File: src/rtl/sobel_pkg.sv
// Shared definitions for the Sobel frame writer.
//   OUT_W_DEF / OUT_H_DEF : default output frame geometry
//   PXL_W                 : width of the signed gradient sample
//   PIX_MAX               : brightest stored pixel value
//   state_e               : frame writer state (ACCEPT while filling, DONE when full)
package sobel_pkg;

  localparam int          OUT_W_DEF = 3;
  localparam int          OUT_H_DEF = 3;
  localparam int          PXL_W     = 16;
  localparam logic [7:0]  PIX_MAX   = 8'hFF;

  typedef enum logic {
    ACCEPT = 1'b0,
    DONE   = 1'b1
  } state_e;

endpackage

File: src/rtl/sobel_frame_writer_ram.sv
// Simple dual-port frame buffer: one write port, one registered read port.
//   clk_i     : clock
//   we_i      : write enable
//   waddr_i   : write address
//   wdata_i   : write data
//   re_i      : read enable (read register loads only when set)
//   raddr_i   : read address
//   rdata_o   : registered read data
// Written in the plain form block-RAM inference expects (no reset on storage).
module frame_ram #(
  parameter int DEPTH  = 9,
  parameter int ADDR_W = 4,
  parameter int DATA_W = 8
) (
  input  logic              clk_i,
  input  logic              we_i,
  input  logic [ADDR_W-1:0] waddr_i,
  input  logic [DATA_W-1:0] wdata_i,
  input  logic              re_i,
  input  logic [ADDR_W-1:0] raddr_i,
  output logic [DATA_W-1:0] rdata_o
);

  logic [DATA_W-1:0] mem [DEPTH];
  logic [DATA_W-1:0] rdata_q;

  always_ff @(posedge clk_i) begin
    if (we_i) begin
      mem[waddr_i] <= wdata_i;
    end
    if (re_i) begin
      rdata_q <= mem[raddr_i];
    end
  end

  assign rdata_o = rdata_q;

endmodule

File: src/rtl/sobel_frame_writer.sv
// Sobel frame writer: converts the signed gradient stream into 8-bit pixels,
// stores one OUT_W x OUT_H frame in raster order and serves it for readback.
//   clk        : clock, rising edge
//   reset      : synchronous active-high reset (control state only)
//   pxl_in     : two's-complement gradient sample
//   valid      : pxl_in valid this cycle
//   bin_en     : 1 = binarize against thresh, 0 = saturated magnitude
//   thresh     : binarization threshold
//   clear      : pulse, re-arm for a new frame
//   rd_en      : read request (honoured only when the frame is complete)
//   rd_addr    : read address, row*OUT_W+col
//   rd_data    : read data, one cycle after rd_en
//   rd_valid   : rd_data valid
//   col / row  : position of the next write
//   frame_done : frame complete (level)
//   overflow   : sticky, a sample arrived while the frame was complete
module sobel_frame_writer
  import sobel_pkg::*;
#(
  parameter int OUT_W  = OUT_W_DEF,
  parameter int OUT_H  = OUT_H_DEF,
  parameter int ADDR_W = $clog2(OUT_W * OUT_H)
) (
  input  logic                     clk,
  input  logic                     reset,
  input  logic [15:0]              pxl_in,
  input  logic                     valid,
  input  logic                     bin_en,
  input  logic [7:0]               thresh,
  input  logic                     clear,
  input  logic                     rd_en,
  input  logic [ADDR_W-1:0]        rd_addr,
  output logic [7:0]               rd_data,
  output logic                     rd_valid,
  output logic [$clog2(OUT_W)-1:0] col,
  output logic [$clog2(OUT_H)-1:0] row,
  output logic                     frame_done,
  output logic                     overflow
);

  localparam int COL_W = $clog2(OUT_W);
  localparam int ROW_W = $clog2(OUT_H);
  localparam int DEPTH = OUT_W * OUT_H;

  localparam logic [COL_W-1:0]  COL_LAST = COL_W'(OUT_W - 1);
  localparam logic [ROW_W-1:0]  ROW_LAST = ROW_W'(OUT_H - 1);
  localparam logic [ADDR_W:0]   DEPTH_V  = (ADDR_W + 1)'(DEPTH);

  // |s| as an unsigned 16-bit value; 0x8000 maps to 32768 without overflow.
  function automatic logic [PXL_W-1:0] abs_mag(input logic signed [PXL_W-1:0] s);
    logic [PXL_W-1:0] u;
    u = s;
    return s[PXL_W-1] ? (~u + 16'd1) : u;
  endfunction

  function automatic logic [7:0] sat8(input logic [PXL_W-1:0] mag);
    return (mag > 16'd255) ? PIX_MAX : mag[7:0];
  endfunction

  // Threshold compare on the full magnitude, not the saturated byte.
  function automatic logic [7:0] binarize(input logic [PXL_W-1:0] mag,
                                          input logic [7:0]       th);
    return (mag >= {8'd0, th}) ? PIX_MAX : 8'd0;
  endfunction

  state_e           state_q, state_d;
  logic [COL_W-1:0] col_q, col_d;
  logic [ROW_W-1:0] row_q, row_d;
  logic             overflow_q, overflow_d;
  logic             rd_valid_q, rd_valid_d;
  logic             oor_q, oor_d;

  logic signed [PXL_W-1:0] pxl_s;
  logic [PXL_W-1:0]        mag;
  logic [7:0]              pix;
  logic [ADDR_W-1:0]       wr_addr;
  logic [ADDR_W-1:0]       ram_raddr;
  logic [7:0]              ram_rdata;
  logic                    rd_oor;
  logic                    we;
  logic                    re;

  assign pxl_s   = signed'(pxl_in);
  assign mag     = abs_mag(pxl_s);
  assign pix     = bin_en ? binarize(mag, thresh) : sat8(mag);
  assign wr_addr = ADDR_W'(row_q) * ADDR_W'(OUT_W) + ADDR_W'(col_q);

  // Out-of-range reads never touch the RAM; they return 0 with rd_valid set.
  assign rd_oor    = ({1'b0, rd_addr} >= DEPTH_V);
  assign ram_raddr = rd_oor ? '0 : rd_addr;

  always_comb begin
    state_d    = state_q;
    col_d      = col_q;
    row_d      = row_q;
    overflow_d = overflow_q;
    rd_valid_d = 1'b0;
    oor_d      = 1'b0;
    we         = 1'b0;
    re         = 1'b0;

    if (clear) begin
      // clear beats both an incoming sample and a read request
      state_d    = ACCEPT;
      col_d      = '0;
      row_d      = '0;
      overflow_d = 1'b0;
    end else begin
      unique case (state_q)
        ACCEPT: begin
          if (valid) begin
            we = 1'b1;
            if (col_q == COL_LAST) begin
              col_d = '0;
              if (row_q == ROW_LAST) begin
                row_d   = '0;
                state_d = DONE;
              end else begin
                row_d = row_q + 1'b1;
              end
            end else begin
              col_d = col_q + 1'b1;
            end
          end
        end
        DONE: begin
          if (valid) begin
            overflow_d = 1'b1;
          end
          if (rd_en) begin
            re         = ~rd_oor;
            rd_valid_d = 1'b1;
            oor_d      = rd_oor;
          end
        end
        default: state_d = ACCEPT;
      endcase
    end
  end

  always_ff @(posedge clk) begin
    if (reset) begin
      state_q    <= ACCEPT;
      col_q      <= '0;
      row_q      <= '0;
      overflow_q <= 1'b0;
      rd_valid_q <= 1'b0;
      oor_q      <= 1'b0;
    end else begin
      state_q    <= state_d;
      col_q      <= col_d;
      row_q      <= row_d;
      overflow_q <= overflow_d;
      rd_valid_q <= rd_valid_d;
      oor_q      <= oor_d;
    end
  end

  frame_ram #(
    .DEPTH  (DEPTH),
    .ADDR_W (ADDR_W),
    .DATA_W (8)
  ) u_ram (
    .clk_i   (clk),
    .we_i    (we),
    .waddr_i (wr_addr),
    .wdata_i (pix),
    .re_i    (re),
    .raddr_i (ram_raddr),
    .rdata_o (ram_rdata)
  );

  // RAM output register is not reset, so mask it whenever no read is live.
  assign rd_data    = (rd_valid_q && !oor_q) ? ram_rdata : 8'd0;
  assign rd_valid   = rd_valid_q;
  assign col        = col_q;
  assign row        = row_q;
  assign frame_done = (state_q == DONE);
  assign overflow   = overflow_q;

endmodule

File: config.mk
export PLATFORM = sky130hd
export DESIGN_NAME = sobel_frame_writer
export DESIGN_NICKNAME = d
export VERILOG_FILES = /design/src/rtl/sobel_pkg.sv /design/src/rtl/sobel_frame_writer_ram.sv /design/src/rtl/sobel_frame_writer.sv
export SDC_FILE = /design/constraint.sdc
export NUM_CORES = 1
export LEC_CHECK = 0
export ABC_AREA = 1
export ABC_CLOCK_PERIOD_IN_PS = 2540
export CELL_PAD_IN_SITES_DETAIL_PLACEMENT = 1
export CELL_PAD_IN_SITES_GLOBAL_PLACEMENT = 1
export CORE_MARGIN = 2
export CORE_UTILIZATION = 41
export CTS_BUF_LIST = sky130_fd_sc_hd__clkbuf_4 sky130_fd_sc_hd__clkbuf_8
export CTS_CLUSTER_SIZE = 14
export DETAILED_ROUTE_END_ITERATION = 7
export HOLD_SLACK_MARGIN = 0.02
export PLACE_DENSITY = 0.81
export SYNTH_ARGS = -nofsm -noshare
export SYNTH_HDL_FRONTEND = slang
export SYNTH_SLANG_ARGS = --single-unit
File: constraint.sdc
create_clock -name clk -period 2.54 [get_ports clk]
set_input_delay 0.254 -clock clk [delete_from_list [all_inputs] [get_ports clk]]
set_output_delay 0.254 -clock clk [all_outputs]
set_load 0.005 [all_outputs]
==> flow_summary.json <==
{
  "drive_above_1_share": 0.220,
  "pin_count": 49,
  "cts_inserted_buffers": 9,
  "die_area_um2": 12000,
  "cp.depth": 7,
  "max-vdd-ir-drop_mv": 0.217,
  "synth_cell_type_count": 38,
  "mostFrequentLayoutCells": "edfxtp_1 (80), nand2_1 (77), nor2_1 (56)",
  "synthCells": 462,
  "areaGrowthSynthToFinish_pct": 30.1,
  "dp.cells": 681,
  "worstReg2RegEnd": "u_ram.mem[4][6]",
  "htree_levels": 3,
  "ant_nets": 0,
  "vias_per_cell": 5.16,
  "drcViolationCount": 0,
  "fmax_ghz": 0.386,
  "synth_edf_count": 80,
  "worstHoldPathCells": 3,
  "slew_violations": 0,
  "start_util": 0.421,
  "min_period_ns": 2.59,
  "layout_commonest_cell": "edfxtp_1",
  "power.leakage_uw": 0.00233,
  "arrival_ns": 2.66,
  "power_uw": 2980,
  "worstMarginPinSlew_ns": 0.530,
  "r2r_slack_ns": -0.05,
  "synth-seq-area-share": 0.561,
  "crit_end": "u_ram.mem[4][6]",
  "p_per_area_nw_per_um2": 503,
  "rsz0062_at_grt": "yes",
  "fin_nets": 604,
  "hold_violations": 0,
  "globalRouteTotalUtil": 0.217,
  "syn_avg_cell_area_um2": 9.88,
  "core_um2": 10800,
  "synth_area_um2": 4570,
  "hpwl_um": 8980,
  "clk_latency_ns": 0.36,
  "dr.pass1.iters": 5,
  "fin_tns_setup_ns": -0.983,
  "dp_slack_ns": -0.429,
  "clkSinkCount": 88,
  "status": "finished, violations left",
  "violations": "setup timing",
  "cp-end-kind": "flip-flop",
  "crit_chain": "fa_1, ha_2, inv_2, fa_2, nand3b_1, nor2_1, buf_6",
  "cts_tree": "built",
  "holdBufCountCts": 0,
  "clock_path_buffers": 2,
  "critPathRequiredTime_ns": 2.61,
  "worstSetupStartpoint": "row[0]",
  "wire_per_inst_um": 17.8,
  "rows": 38,
  "globalplace.congestion": 0.831,
  "grt_max_degree": 33,
  "synth_seq_cells": 88,
  "grt_overflow": 0,
  "path_buf_inv": 2,
  "async_flop_share": 0,
  "grt_pass1_wl_um": 19200,
  "holdCritPathClass": "in2reg",
  "setup_violations": 28,
  "grt_pass1_vias": 3811,
  "ys_warn_count": 0,
  "cp_top_family": "adder cells",
  "portBuffers": 48,
  "instances_no_fill": 699,
  "syn-num-nets": 512,
  "period_share": 1.02,
  "setup_ws_ns": -0.0525,
  "fillCellCount": 1244,
  "root_buffer": "clkbuf_8",
  "vias": 3610,
  "critPathKind": "reg2reg",
  "fin_area_um2": 5940,
  "clk_pin_slew_ns": 0.09,
  "relSlewSlack": 0.646,
  "reg2reg_from": "row[0]",
  "antennaDiodeCount": 0,
  "wl_um": 12400,
  "drtIter0Drc": 245,
  "die_w_um": 110,
  "postPlaceCellArea_um2": 5510,
  "cap_viol_max_count": 0,
  "grt_antenna_before_repair": 0,
  "fin_skew_ns": 0.0135,
  "die_y_um": 110,
  "cp-start-kind": "flip-flop",
  "cpMaxStageDelayCell": "fa_1",
  "cpPeakStageDelay_ns": 0.57,
  "synth_flop_cell": "edfxtp_1",
  "critPathMaxFanout": 8,
  "r2r_cells": 7
}
-- cell families (layout without fill, tap and decap cells) --
kind of cell               Yosys count  in the layout  synth area share
xor gates and xnor gates             6              6            0.0115
adders and majority gates           16             16            0.0471
and+or+nand+nor                    226            226             0.244
buffers and inverters               70            167            0.0589
AOI/OAI and AO/OA                   56             56            0.0776
DFF                                 88             88             0.561
-- cell type report --
class                      count  area (um2)  share of cell area
sequential                    88        2570               0.433
multi-input combinational    304        1910               0.321
timing repair buffer          93         880               0.148
inverter                      58         218              0.0367
tap                          140         175              0.0295
clock buffer                  10         131              0.0221
clock inverter                 6        60.1              0.0101
-- report_power, final --
part / switching, uW / leakage (uW) / total (uW) / internal [uW]
clock network: 485 / 0.0000971 / 945 / 460
registers: 5.20 / 0.000776 / 1600 / 1590
logic: 256 / 0.00146 / 443 / 187
total: 746 / 0.00233 / 2980 / 2240
-- through the flow --
stage               hold WS, ns   util
floorplan                 0.414      -
global placement          0.454  0.508
detailed placement        0.525  0.508
CTS                       0.468  0.532
global route              0.517  0.548
finish                    0.478  0.548
-- worst register-to-register path, cell delays in order (launching register included) --
cell      delay [ns]
dfxtp_2         0.34
fa_1            0.57
ha_2            0.19
inv_2           0.04
fa_2            0.45
nand3b_1        0.32
nor2_1          0.20
buf_6           0.18
-- cells in the mapped netlist (9+ instances only) --
library cell  count  area [um2]
edfxtp_1         80        2400
nand2_1          77         289
nor2_1           65         244
inv_1            52         195
nand3_1          23         115
nand2_2          16         100
o21ai_1          15        75.1
ha_1             14         175
nor3_1           13        65.1
clkbuf_1          9        33.8
o211ai_1          9        67.6
-- state kept, by name (all words and copies together), names as in the netlist --
register,cells
u_ram.rdata_o,8
overflow,1
row,2
u_ram.mem,72
rd_valid,1
col,2
oor_q,1
frame_done,1
-- repair_timing --
item	CTS	global route
gates resized for setup	17	40
pin swaps	7	14
setup endpoints to repair	119	144
buffers inserted	2	0
-- metal layers --
metal	share of wire	GRT usage	vias to the layer above
met5	0	0	-
met2	0.55	0.412	95
met4	0.019	0.0859	0
li1	-	-	1739
met3	0.035	0.0273	18
met1	0.40	0.246	1758
-- how the worst min path moves through the flow --
stage / slack [ns] / to / startpoint
after floorplan: 0.41 / frame_done / valid
after global placement: 0.45 / overflow / overflow
after detailed placement: 0.52 / overflow / overflow
after CTS: 0.47 / rd_valid / rd_en
after global routing: 0.52 / rd_valid / rd_en
final: 0.48 / rd_valid / rd_en
(Power assumes the default switching activity.)
